**src/rtl/signed_div_seq.sv**
```systemverilog
// rtl/signed_div_seq.sv - sequential signed fixed-point divider (restoring, constant latency)
// One operation in flight: IDLE accepts, ITER runs WIDTH+FRAC_BITS steps, FIX signs/saturates, DONE presents.
module signed_div_seq #(
  parameter int WIDTH     = 32,
  parameter int FRAC_BITS = 16
) (
  input  logic             clk,
  input  logic             rst_n,
  input  logic             in_valid,
  output logic             in_ready,
  input  logic [WIDTH-1:0] dividend,
  input  logic [WIDTH-1:0] divisor,
  output logic             out_valid,
  input  logic             out_ready,
  output logic [WIDTH-1:0] quotient,
  output logic             div_zero,
  output logic             overflow
);

  localparam int NW = WIDTH + FRAC_BITS;
  localparam int CW = $clog2(NW + 1);

  localparam logic [WIDTH-1:0] MAX_Q   = {1'b0, {(WIDTH-1){1'b1}}};
  localparam logic [WIDTH-1:0] MIN_Q   = {1'b1, {(WIDTH-1){1'b0}}};
  localparam logic [NW-1:0]    POS_LIM = {{(FRAC_BITS+1){1'b0}}, {(WIDTH-1){1'b1}}};
  localparam logic [NW-1:0]    NEG_LIM = POS_LIM + NW'(1);

  typedef enum logic [1:0] {IDLE, ITER, FIX, DONE} state_t;

  state_t           state_q, state_d;
  logic [CW-1:0]    cnt_q, cnt_d;
  logic [NW-1:0]    num_q, num_d;
  logic [NW-1:0]    quo_q, quo_d;
  logic [WIDTH:0]   rem_q, rem_d;
  logic [WIDTH-1:0] dvsr_q, dvsr_d;
  logic             sa_q, sa_d;
  logic             sb_q, sb_d;
  logic             dz_q, dz_d;
  logic [WIDTH-1:0] quotient_q, quotient_d;
  logic             div_zero_q, div_zero_d;
  logic             overflow_q, overflow_d;

  logic [WIDTH-1:0] abs_a, abs_b;
  logic [WIDTH:0]   rem_sh, trial;
  logic             q_bit;

  always_comb begin
    state_d    = state_q;
    cnt_d      = cnt_q;
    num_d      = num_q;
    quo_d      = quo_q;
    rem_d      = rem_q;
    dvsr_d     = dvsr_q;
    sa_d       = sa_q;
    sb_d       = sb_q;
    dz_d       = dz_q;
    quotient_d = quotient_q;
    div_zero_d = div_zero_q;
    overflow_d = overflow_q;

    // magnitudes are unsigned, so the most negative operand maps to 2^(WIDTH-1)
    abs_a  = dividend[WIDTH-1] ? (WIDTH'(0) - dividend) : dividend;
    abs_b  = divisor[WIDTH-1]  ? (WIDTH'(0) - divisor)  : divisor;
    rem_sh = (rem_q << 1) | {{WIDTH{1'b0}}, num_q[NW-1]};
    trial  = rem_sh - {1'b0, dvsr_q};
    q_bit  = ~trial[WIDTH];

    case (state_q)
      IDLE: begin
        if (in_valid) begin
          sa_d    = dividend[WIDTH-1];
          sb_d    = divisor[WIDTH-1];
          num_d   = NW'(abs_a) << FRAC_BITS;
          dvsr_d  = abs_b;
          dz_d    = (divisor == '0);
          rem_d   = '0;
          quo_d   = '0;
          cnt_d   = '0;
          state_d = ITER;
        end
      end
      ITER: begin
        num_d = num_q << 1;
        rem_d = q_bit ? trial : rem_sh;
        quo_d = (quo_q << 1) | NW'(q_bit);
        if (cnt_q == CW'(NW - 1)) begin
          cnt_d   = '0;
          state_d = FIX;
        end else begin
          cnt_d = cnt_q + CW'(1);
        end
      end
      FIX: begin
        // the iteration always runs, so a zero divisor costs the same latency
        if (dz_q) begin
          quotient_d = sa_q ? MIN_Q : MAX_Q;
          div_zero_d = 1'b1;
          overflow_d = 1'b0;
        end else if (sa_q ^ sb_q) begin
          div_zero_d = 1'b0;
          overflow_d = (quo_q > NEG_LIM);
          quotient_d = (quo_q > NEG_LIM) ? MIN_Q : (WIDTH'(0) - quo_q[WIDTH-1:0]);
        end else begin
          div_zero_d = 1'b0;
          overflow_d = (quo_q > POS_LIM);
          quotient_d = (quo_q > POS_LIM) ? MAX_Q : quo_q[WIDTH-1:0];
        end
        state_d = DONE;
      end
      DONE: begin
        if (out_ready) state_d = IDLE;
      end
      default: state_d = IDLE;
    endcase
  end

  always_ff @(posedge clk) begin
    if (!rst_n) begin
      state_q    <= IDLE;
      cnt_q      <= '0;
      num_q      <= '0;
      quo_q      <= '0;
      rem_q      <= '0;
      dvsr_q     <= '0;
      sa_q       <= 1'b0;
      sb_q       <= 1'b0;
      dz_q       <= 1'b0;
      quotient_q <= '0;
      div_zero_q <= 1'b0;
      overflow_q <= 1'b0;
    end else begin
      state_q    <= state_d;
      cnt_q      <= cnt_d;
      num_q      <= num_d;
      quo_q      <= quo_d;
      rem_q      <= rem_d;
      dvsr_q     <= dvsr_d;
      sa_q       <= sa_d;
      sb_q       <= sb_d;
      dz_q       <= dz_d;
      quotient_q <= quotient_d;
      div_zero_q <= div_zero_d;
      overflow_q <= overflow_d;
    end
  end

  assign in_ready  = (state_q == IDLE);
  assign out_valid = (state_q == DONE);
  assign quotient  = quotient_q;
  assign div_zero  = div_zero_q;
  assign overflow  = overflow_q;

endmodule
```
**config.mk**
```make
export PLATFORM = sky130hd
export DESIGN_NAME = signed_div_seq
export DESIGN_NICKNAME = d
export VERILOG_FILES = /design/src/rtl/signed_div_seq.sv
export SDC_FILE = /design/constraint.sdc
export NUM_CORES = 1
export LEC_CHECK = 0
export CELL_PAD_IN_SITES_DETAIL_PLACEMENT = 1
export CELL_PAD_IN_SITES_GLOBAL_PLACEMENT = 1
export CORE_MARGIN = 2
export CORE_UTILIZATION = 45
export CTS_BUF_LIST = sky130_fd_sc_hd__clkbuf_2 sky130_fd_sc_hd__clkbuf_4 sky130_fd_sc_hd__clkbuf_8
export DETAILED_ROUTE_END_ITERATION = 16
export DONT_BUFFER_PORTS = 1
export PLACE_DENSITY = 0.84
export SYNTH_ARGS = -nofsm -noshare
export SYNTH_HDL_FRONTEND = slang
export SYNTH_SLANG_ARGS = --single-unit
```
**constraint.sdc**
```tcl
create_clock -name clk -period 3.75 [get_ports clk]
set_input_delay 0.9375 -clock clk [delete_from_list [all_inputs] [get_ports clk]]
set_output_delay 0.9375 -clock clk [all_outputs]
set_load 0.05 [all_outputs]
```
; Word level (Yosys, flattened, before mapping)
; Cells that the tools add are included.
[totals]
register_bits = 205
in_bits = 68
out_inout_bits = 36
[classes]
add_sub_neg = 5
magnitude_cmp = 2
n_eq_ne = 7
muxes = 24
bitwise = 4
n_reduce_logical = 6
[op_table]
columns = op, n
row1 = two-way mux 32 bit, 9
row2 = case mux 48 bit (2 select lines), 2
row3 = two-way mux 48 bit, 2
row4 = subtractor 1 x 32 -> 32 bit (first input constant), 3
row5 = case mux 32 bit (2 select lines), 1
row6 = greater-than comparator 48 x 31 -> 1 bit (second input constant), 1
row7 = greater-than comparator 48 x 32 -> 1 bit (second input constant), 1
row8 = OR 48 x 1 -> 48 bit, 1
row9 = OR 33 x 1 -> 33 bit, 1
row10 = subtractor 33 x 32 -> 33 bit, 1
row11 = logical NOT 32 bit, 1
row12 = two-way mux 6 bit, 2
row13 = case mux 6 bit (2 select lines), 1
row14 = case mux 2 bit (4 select lines), 1
row15 = adder 6 x 1 -> 6 bit (second input constant), 1
row16 = == test 6 bit (second input constant), 1
row17 = two-way mux 2 bit, 3
row18 = == test 2 bit (second input constant), 2
row19 = inequality test 2 bit (second input constant), 2
row20 = AND reduction 2 bit, 2
row21 = two-way mux 1 bit, 3
row22 = AND reduction 3 bit, 1
row23 = == test 2 x 1 -> 1 bit (second input constant), 1
row24 = logical NOT 2 bit, 1
row25 = other kinds (4), 4

; Depth between registers and ports, before layout
; Gate-level depths: netlist of run 1.
[logic_depth]
ltp_word = 5
depth_mapped = 15

; Least setup slack after synthesis of run 1
; OpenSTA, ideal clock, no wires.
[synth_timing]
path_kind = input to register
startpoint = input port dividend[8]
endpoint = register num_q[43]
setup_time_ns = 0.138
arrival_ns = 3.414
t_required_ns = 3.612
slack_ns = 0.198
path_stages = 8
n_path_buf = 0
cell_sequence = or4_4 -> nor4_2 -> or3b_1 -> or4_1 -> or4_4 -> o41ai_2 -> xor2_1 -> a21oi_1
[synth_between]
elab_chain_len = 4
[synth_lines]
columns = element, line_no
row1 = from (decl), 11  ; input logic [WIDTH-1:0] dividend,
row2 = subtractor 1 x 32 -> 32 bit, 62  ; abs_a = dividend[WIDTH-1] ? (WIDTH'(0) - dividend) : dividend;
row3 = two-way mux 32 bit, 62
row4 = two-way mux 48 bit, 70  ; if (in_valid) begin
row5 = case mux 48 bit (2 select lines), 68  ; case (state_q)
row6 = to (signal assigned), 134  ; num_q <= num_d;
row7 = to (decl), 32  ; logic [NW-1:0] num_q, num_d;
; Every way passes these cells. The select of a mux whose other input is x is not followed.
; A chain may end at the register's enable or synchronous reset.

; Worst setup path in the final report of run 1
[layout_timing]
startpoint = register quo_q[0]
endpoint = register quotient_q[3] (netlist: quotient[3])
[layout_between]
elab_chain_len = 4
elab_cells_between_ends = 7
classes_between = 1 x add/sub / 2 x order compare / 4 x mux
[layout_lines]
columns = element, line_no
row1 = from (decl), 33  ; logic [NW-1:0] quo_q, quo_d;
row2 = from (signal assigned), 135  ; quo_q <= quo_d;
row3 = "greater-than comparator 48 x 31 -> 1 bit, or another cell as far along", 106  ; quotient_d = (quo_q > POS_LIM) ? MAX_Q : quo_q[WIDTH-1:0];
row4 = "two-way mux 32 bit, on equally long branches", "106, 102"
row5 = two-way mux 32 bit (*), 99  ; end else if (sa_q ^ sb_q) begin
row6 = two-way mux 32 bit (*), 95  ; if (dz_q) begin
row7 = to (signal assigned), 141  ; quotient_q <= quotient_d;
row8 = to (decl), 39  ; logic [WIDTH-1:0] quotient_q, quotient_d;
; Mark *: on every way between the ends. The rest lies on a longest branch, timed or not.

==> results of run 1 <==
## cell families after synthesis
logic type      count (synthesis)  share of synthesized area, %
simple gates                  493                          20.2
compound gates                465                          26.2
fa+ha+maj                      41                          4.61
mux                            36                          3.19
flops                         189                          33.5
buf+inv                       155                          5.27
xor+xnor                       91                          7.06
## cell usage after synthesis, types with 7 or more instances
cell type,instances
sky130_fd_sc_hd__nand2b_1,15
sky130_fd_sc_hd__a21o_1,20
sky130_fd_sc_hd__and3_1,8
sky130_fd_sc_hd__mux2i_1,36
sky130_fd_sc_hd__nor2b_1,7
sky130_fd_sc_hd__nor2_1,144
sky130_fd_sc_hd__a22oi_1,50
sky130_fd_sc_hd__o41ai_1,11
sky130_fd_sc_hd__nor3_1,24
sky130_fd_sc_hd__o211ai_1,14
sky130_fd_sc_hd__dfxtp_1,189
sky130_fd_sc_hd__and2_1,11
sky130_fd_sc_hd__clkbuf_1,82
sky130_fd_sc_hd__ha_1,40
sky130_fd_sc_hd__or3_1,19
sky130_fd_sc_hd__inv_1,60
sky130_fd_sc_hd__o31ai_1,30
sky130_fd_sc_hd__a31oi_1,21
sky130_fd_sc_hd__xor2_1,61
sky130_fd_sc_hd__a21oi_1,103
sky130_fd_sc_hd__or2_2,9
sky130_fd_sc_hd__or4_1,11
sky130_fd_sc_hd__xnor2_1,30
sky130_fd_sc_hd__nand3_1,26
sky130_fd_sc_hd__o21ai_0,110
sky130_fd_sc_hd__a211oi_1,36
sky130_fd_sc_hd__nand2_1,185
sky130_fd_sc_hd__nand4_1,7
sky130_fd_sc_hd__o21ai_1,21
## cell type report
type                       count  area, um^2
clock buffer                  17         234
clock inverter                15         184
fill                        3033       12500
inverter                      61         231
multi-input combinational   1126        6940
sequential                   189        3780
tap                          324         405
timing repair buffer          31         233
## path summary, 6_finish.rpt
check	from	end	slack (ns)	cells after the start
max	quo_q[0]$_SDFFE_PN0P_	quotient[3]$_SDFFE_PN0P_	0.26	11
min	num_q[26]$_SDFFE_PN0P_	num_q[26]$_SDFFE_PN0P_	0.46	2
max reg2reg	quo_q[0]$_SDFFE_PN0P_	quotient[3]$_SDFFE_PN0P_	0.26	11
min reg2reg	num_q[26]$_SDFFE_PN0P_	num_q[26]$_SDFFE_PN0P_	0.46	2
## worst max-delay path, delay by kind of cell, from the launching register on
kind,cells,cell delay [ns]
compound gates,4,1.16
fa+ha+maj,1,0.23
buf+inv,1,0.10
flops,1,0.38
simple gates,5,1.58
## power groups by stage
stage / Combinational [mW] / Sequential [mW] / Clock [mW]
2_1_floorplan: 2.21 / 2.55 / 0
3_3_place_gp: 2.82 / 2.59 / 0
3_5_place_dp: 2.92 / 2.61 / 0
4_1_cts: 2.95 / 2.56 / 1.46
5_1_grt: 3.29 / 2.60 / 1.54
6_report: 2.96 / 2.56 / 1.43
## cells in the final DEF, fill, tap and decap left out, types with 36 or more instances in the layout
cell type,n
sky130_fd_sc_hd__a21oi_1,103
sky130_fd_sc_hd__a22oi_1,50
sky130_fd_sc_hd__dfxtp_1,189
sky130_fd_sc_hd__ha_1,40
sky130_fd_sc_hd__inv_1,60
sky130_fd_sc_hd__mux2i_1,36
sky130_fd_sc_hd__nand2_1,185
sky130_fd_sc_hd__nor2_1,143
sky130_fd_sc_hd__o21ai_0,110
sky130_fd_sc_hd__xor2_1,61
## state kept, by name (all words and copies together), names as in the netlist
signal,count
quotient,32
div_zero,1
overflow,1
cnt_q,6
num_q,32
rem_q,32
quo_q,48
state_q,2
sa_q,1
dz_q,1
sb_q,1
dvsr_q,32
## per-layer routing
metal  vias up  wire, um  global-route usage (%)
li1       5166         -                       -
met1      5226     14500                    30.4
met2       185     16900                    46.4
met3        70      1340                    4.71
met4         0       869                    8.89
met5         -         0                       0
## timing repair
action / CTS / global route
setup buffers: 0 / 1
endpoints found under the setup margin: 0 / 26
hold buffers: 0 / 0
resized for setup: 0 / 1
hold endpoints to repair: 0 / 0
## metrics by stage
step	util, %	setup WS, ns	hold WS (ns)	cell area (um^2)	instances
after global routing	49.1	0.0138	0.489	12000	1763
after global placement	47.3	0.169	0.439	11600	1730
after detailed placement	47.3	0.124	0.451	11600	1730
after floorplan	-	0.198	0.428	11300	1470
after CTS	49.0	0.175	0.468	12000	1762
final	49.1	0.256	0.465	12000	1763
==> impl_metrics.tcl, run 1 <==
set metrics [dict create \
    result_of_the_run "completed" \
    p_comb_share_pct 42.6 \
    start_util_pct 46.2 \
    synthCells 1470 \
    proportion_of_synthesized_flip_flops_having_asynchronous_set_or_reset_pct 0 \
    post-route-drc-count 0 \
    timing_hold_violations_final 0 \
    yosys.area.top_type_share_pct 33.5 \
    synth_ff_type "sky130_fd_sc_hd__dfxtp_1" \
    htree_num_levels 4 \
    cellInternalPower_mw 3.78 \
    global_route_wire_length_before_repair_mm 55.1 \
    cp_cell_instances "inv_1 -> ha_1 -> nor3b_1 -> nand3_1 -> or4_1 -> o41a_1 -> nand2b_1 -> o31ai_1 -> a21oi_1 -> o2bb2ai_1 -> and2_1" \
    num_antenna_cells 0 \
    slew_headroom_pct 35.8 \
    syn_area_um2 11300 \
    timing.critical_path.to_type "register" \
    die_w_um 162 \
    drive_above_1_share_pct 6.05 \
    dr.first_iter.drc_count 487 \
    worst_ep_required_time_ns 4.19 \
    detail_route.wl_per_cell_um 19.1 \
    setup_viol 0 \
    syn_area_per_cell_um2 7.68 \
    worst_slew_pin_slew_ns 0.961 \
    place.detailed.hpwl_mm 24.0 \
    yosys-top-cells-area "sky130_fd_sc_hd__dfxtp_1, sky130_fd_sc_hd__nand2_1, sky130_fd_sc_hd__o21ai_0, sky130_fd_sc_hd__nor2_1, sky130_fd_sc_hd__xor2_1" \
    fin_skew_ns 0.0237 \
    path_class "register to register" \
    io_pins 104 \
    vias_per_cell 6.04 \
    synth_area_leader_cell "sky130_fd_sc_hd__dfxtp_1" \
    die_y_um 162 \
    final.period_utilization_pct 93.2 \
    cts-buffers-inserted 17 \
    clk_pin_slew_worst_paths_ns 0.13 \
    power.net_switching_mw 3.18 \
    ir_drop_uv 327 \
    cts_root_buffer "sky130_fd_sc_hd__clkbuf_8" \
    area.growth.synth_to_final_pct 6.34 \
    synth_seq_cells 189 \
    critical-path-max-stage-delay_ns 0.53 \
    critPathLaunchType "register" \
    maxClockFrequency_ghz 0.286 \
    grt_pass1_vias 10900 \
    power.clock.fraction_pct 20.6 \
    grt_antenna_before_repair 0 \
    path_max_fanout 11 \
    finalNetCount 1535 \
    ctsLongestPathBuffers 2 \
    place.gp.congestion 0.863 \
    worst_hold_path_type "register to register" \
    worstPathArrival_ns 3.93 \
    grt_setup_unrepaired "false" \
    core.rowCount 57 \
    io_buffers 0 \
    drt_pass_1_iters 5 \
    pin_count_of_the_biggest_net_entering_global_routing 51 \
    ys_types 70 \
    synth.yosys.warnings 0 \
    cts_num_sinks 189 \
    critPathSlowestCell "sky130_fd_sc_hd__or4_1" \
    power_frac_seq_pct 36.9 \
    total_leakage_power_nw 4.56 \
    finalCriticalPeriod_ns 3.49 \
    final.setup.tns_ns 0 \
    drv.max_cap_violation_count 0 \
    fin_total_pwr_mw 6.96 \
    netSwitchingFraction_pct 45.7 \
    vias_after_detailed_routing 10600 \
    synth_enable_flop_cells 0 \
    detail-route-antenna-nets 0 \
    clock_insertion_delay_at_the_later_pin_of_the_skew_report_ns 0.49 \
    cellPowerDensity_nw_per_um2 579 \
    drv_slew 0 \
    tritoncts "built" \
    die_area_um2 26400 \
    detail_route.wirelength_mm 33.6 \
    syn_nets 1579 \
    register_area_share_after_synthesis_pct 33.5 \
    coreArea_um2 24500 \
    gr-usage-all-layers_pct 25.6 \
    global_route.overflow_total 0 \
]
No activity file was read; power rests on OpenSTA's default activity.
==> run 2: changes to the inputs <==
- MAX_ROUTING_LAYER: unset -> met4
- PLACE_DENSITY: 0.84 -> unset
- PLACE_DENSITY_LB_ADDON: unset -> 0.1
==> run 2 against run 1 <==
Compared with the run above: setup slack improved by 0.060 ns; wire length decreased by 0.59%; largest power group unchanged; core utilization decreased by 0.14 points; clock skew decreased by 0.0042 ns; hold slack got worse by 0.0055 ns; register-to-register slack improved by 0.06 ns; highest routed layer unchanged; sequential share of layout area increased by 0.092 points; total power decreased by 0.56%; via count decreased by 1.7%; combinational power about the same; non-clock buffer count decreased by 4.
==> impl_metrics.tcl, run 2 (synthesis results as in run 1) <==
set metrics [dict create \
    path_buf_inv 3 \
    detail_route.wirelength_mm 33.4 \
    post_place_instance_area_um2 11600 \
    setup_viol 0 \
    die_y_um 162 \
    slew_headroom_pct 23.3 \
    worstRegToRegCells 13 \
    worst_hold_path.num_cells 2 \
    tritoncts "built" \
    num-fill-cells 3043 \
    ir_drop_uv 475 \
    dr.first_iter.drc_count 443 \
    cts-buffers-inserted 17 \
    htree_num_levels 4 \
    area.growth.synth_to_final_pct 6.03 \
    post-route-cell-area_um2 12000 \
    final.period_utilization_pct 91.6 \
    finalCriticalPeriod_ns 3.43 \
    detail_route.wl_per_cell_um 19.0 \
    timing_hold_violations_final 0 \
    global_route.overflow_total 0 \
    largest_reg_flops 48 \
    finalNetCount 1531 \
    worst_ep_required_time_ns 4.08 \
    cp_cell_instances "inv_1 -> ha_1 -> inv_1 -> fa_1 -> a211o_1 -> a211oi_1 -> o31a_1 -> a21bo_2 -> a31oi_1 -> o211ai_1 -> buf_4 -> mux2i_1 -> o21ai_0" \
    vias_per_cell 5.95 \
    die_area_um2 26400 \
    global_route_wire_length_before_repair_mm 55.0 \
    finalCoreUtilization_pct 48.9 \
    clock_insertion_delay_at_the_later_pin_of_the_skew_report_ns 0.49 \
    io_buffers 0 \
    cts_hold_buffers 0 \
    ctsLongestPathBuffers 2 \
    worst_hold_path_type "register to register" \
    cellPowerDensity_nw_per_um2 578 \
    gr-usage-all-layers_pct 26.4 \
    worstPathArrival_ns 3.76 \
    post-route-drc-count 0 \
    io_pins 104 \
    grt_pass1_vias 10800 \
    start_util_pct 46.2 \
    worst_r2r_startpoint "num_q[47]$_SDFFE_PN0P_" \
    critPathSlowestCell "sky130_fd_sc_hd__fa_1" \
    drv_slew 0 \
    path_class "register to register" \
    die_w_um 162 \
    cts_root_buffer "sky130_fd_sc_hd__clkbuf_8" \
    cts_num_sinks 189 \
    ctsResizeCount 0 \
    maxClockFrequency_ghz 0.291 \
    timing.critical_path.to_type "register" \
    num_antenna_cells 0 \
    drv.max_cap_violation_count 0 \
    grt_setup_unrepaired "true" \
    timing.rr.end "rem_q[7]$_SDFFE_PN0P_" \
    core.rowCount 57 \
    clk_pin_slew_worst_paths_ns 0.11 \
    critical-path-max-stage-delay_ns 0.44 \
    final.setup.tns_ns 0 \
    total_leakage_power_nw 4.53 \
    result_of_the_run "completed" \
    coreArea_um2 24500 \
    drive_above_1_share_pct 5.85 \
    pin_count_of_the_biggest_net_entering_global_routing 75 \
    layout.cells.most_common_list "sky130_fd_sc_hd__dfxtp_1, sky130_fd_sc_hd__nand2_1, sky130_fd_sc_hd__nor2_1, sky130_fd_sc_hd__o21ai_0, sky130_fd_sc_hd__a21oi_1" \
    place.gp.congestion 0.870 \
    register_bank_with_the_most_flops "quo_q" \
    critical_path.top_delay_family "compound AO/OA/AOI/OAI gates" \
    worst_slew_pin_slew_ns 1.15 \
    critPathLaunch "num_q[47]$_SDFFE_PN0P_" \
    post_cts_buffers 0 \
    fin_skew_ns 0.0194 \
    vias_after_detailed_routing 10500 \
    grt_antenna_before_repair 0 \
    critPathLaunchType "register" \
    drt_pass_1_iters 4 \
    timing.hold.worst.start "num_q[37]$_SDFFE_PN0P_" \
    critical_path.most_common_cell "sky130_fd_sc_hd__inv_1" \
    layout.cells.most_common "sky130_fd_sc_hd__dfxtp_1" \
    detail-route-antenna-nets 0 \
    place.detailed.hpwl_mm 23.9 \
    worstHoldEndpoint "num_q[37]$_SDFFE_PN0P_" \
    path_max_fanout 16 \
    timing.reg2reg.setup_slack_ns 0.32 \
]
## run 2: cell count changes in the layout (fill, tap and decap cells not counted)
cell / delta
sky130_fd_sc_hd__nand2b_2: +1
sky130_fd_sc_hd__inv_12: -1
sky130_fd_sc_hd__clkinv_2: +1
sky130_fd_sc_hd__a211oi_2: -1
sky130_fd_sc_hd__nand2b_1: -1
sky130_fd_sc_hd__buf_6: +1
sky130_fd_sc_hd__a211oi_1: +1
sky130_fd_sc_hd__nor3b_2: +1
sky130_fd_sc_hd__nor3b_1: -1
sky130_fd_sc_hd__buf_4: -5
## run 2: final cells by class
class	instances	area, um^2	area share [%]
multi-input cells	1126	6940	58.0
flip-flops and latches	189	3780	31.6
well taps	324	405	3.39
clock buffers	17	234	1.95
inverters	61	231	1.93
repair buffers	27	206	1.72
clock inverters	15	173	1.44
## run 2: per-layer routing
metal  global-route usage [%]  share of wire, %  vias up
li1                         -                 -     5152
met1                     31.4                44     5107
met2                     46.0                50      161
met3                     4.25               3.1       48
met4                     8.17               2.6        0
met5                        -                 0        -
## run 2: how the worst max path moves through the flow
stage | endpoint | slack [ns] | cells after the start
global route | rem_q[13]$_SDFFE_PN0P_ | -0.01 | 13
floorplan | num_q[43]$_SDFFE_PN0P_ | 0.20 | 8
detailed placement | num_q[43]$_SDFFE_PN0P_ | 0.09 | 8
global placement | num_q[43]$_SDFFE_PN0P_ | 0.15 | 8
finish | rem_q[7]$_SDFFE_PN0P_ | 0.32 | 13
CTS | rem_q[21]$_SDFFE_PN0P_ | 0.24 | 13
## run 2: worst reg2reg max path, delay by kind of cell (launching register included)
kind	cells	cell delay (ns)
AOI/OAI and AO/OA	7	1.62
muxes	1	0.24
DFF	1	0.32
buffers and inverters	3	0.49
adders and majority gates	2	0.62
## run 2: through the flow
step	setup WS, ns	cells	total power [mW]	hold WS, ns
2_1_floorplan	0.198	1470	4.76	0.428
3_3_place_gp	0.146	1727	5.46	0.440
3_5_place_dp	0.0874	1727	5.55	0.444
4_1_cts	0.240	1759	6.97	0.462
5_1_grt	-0.0105	1759	7.42	0.472
6_report	0.315	1759	6.92	0.459
## run 2: power by group
group,switching (mW),leakage [nW],internal [mW],total [mW]
sequential,0.268,1.54,2.29,2.56
combinational,2.00,2.79,0.960,2.96
clock,0.890,0.206,0.510,1.40
total,3.16,4.53,3.76,6.92
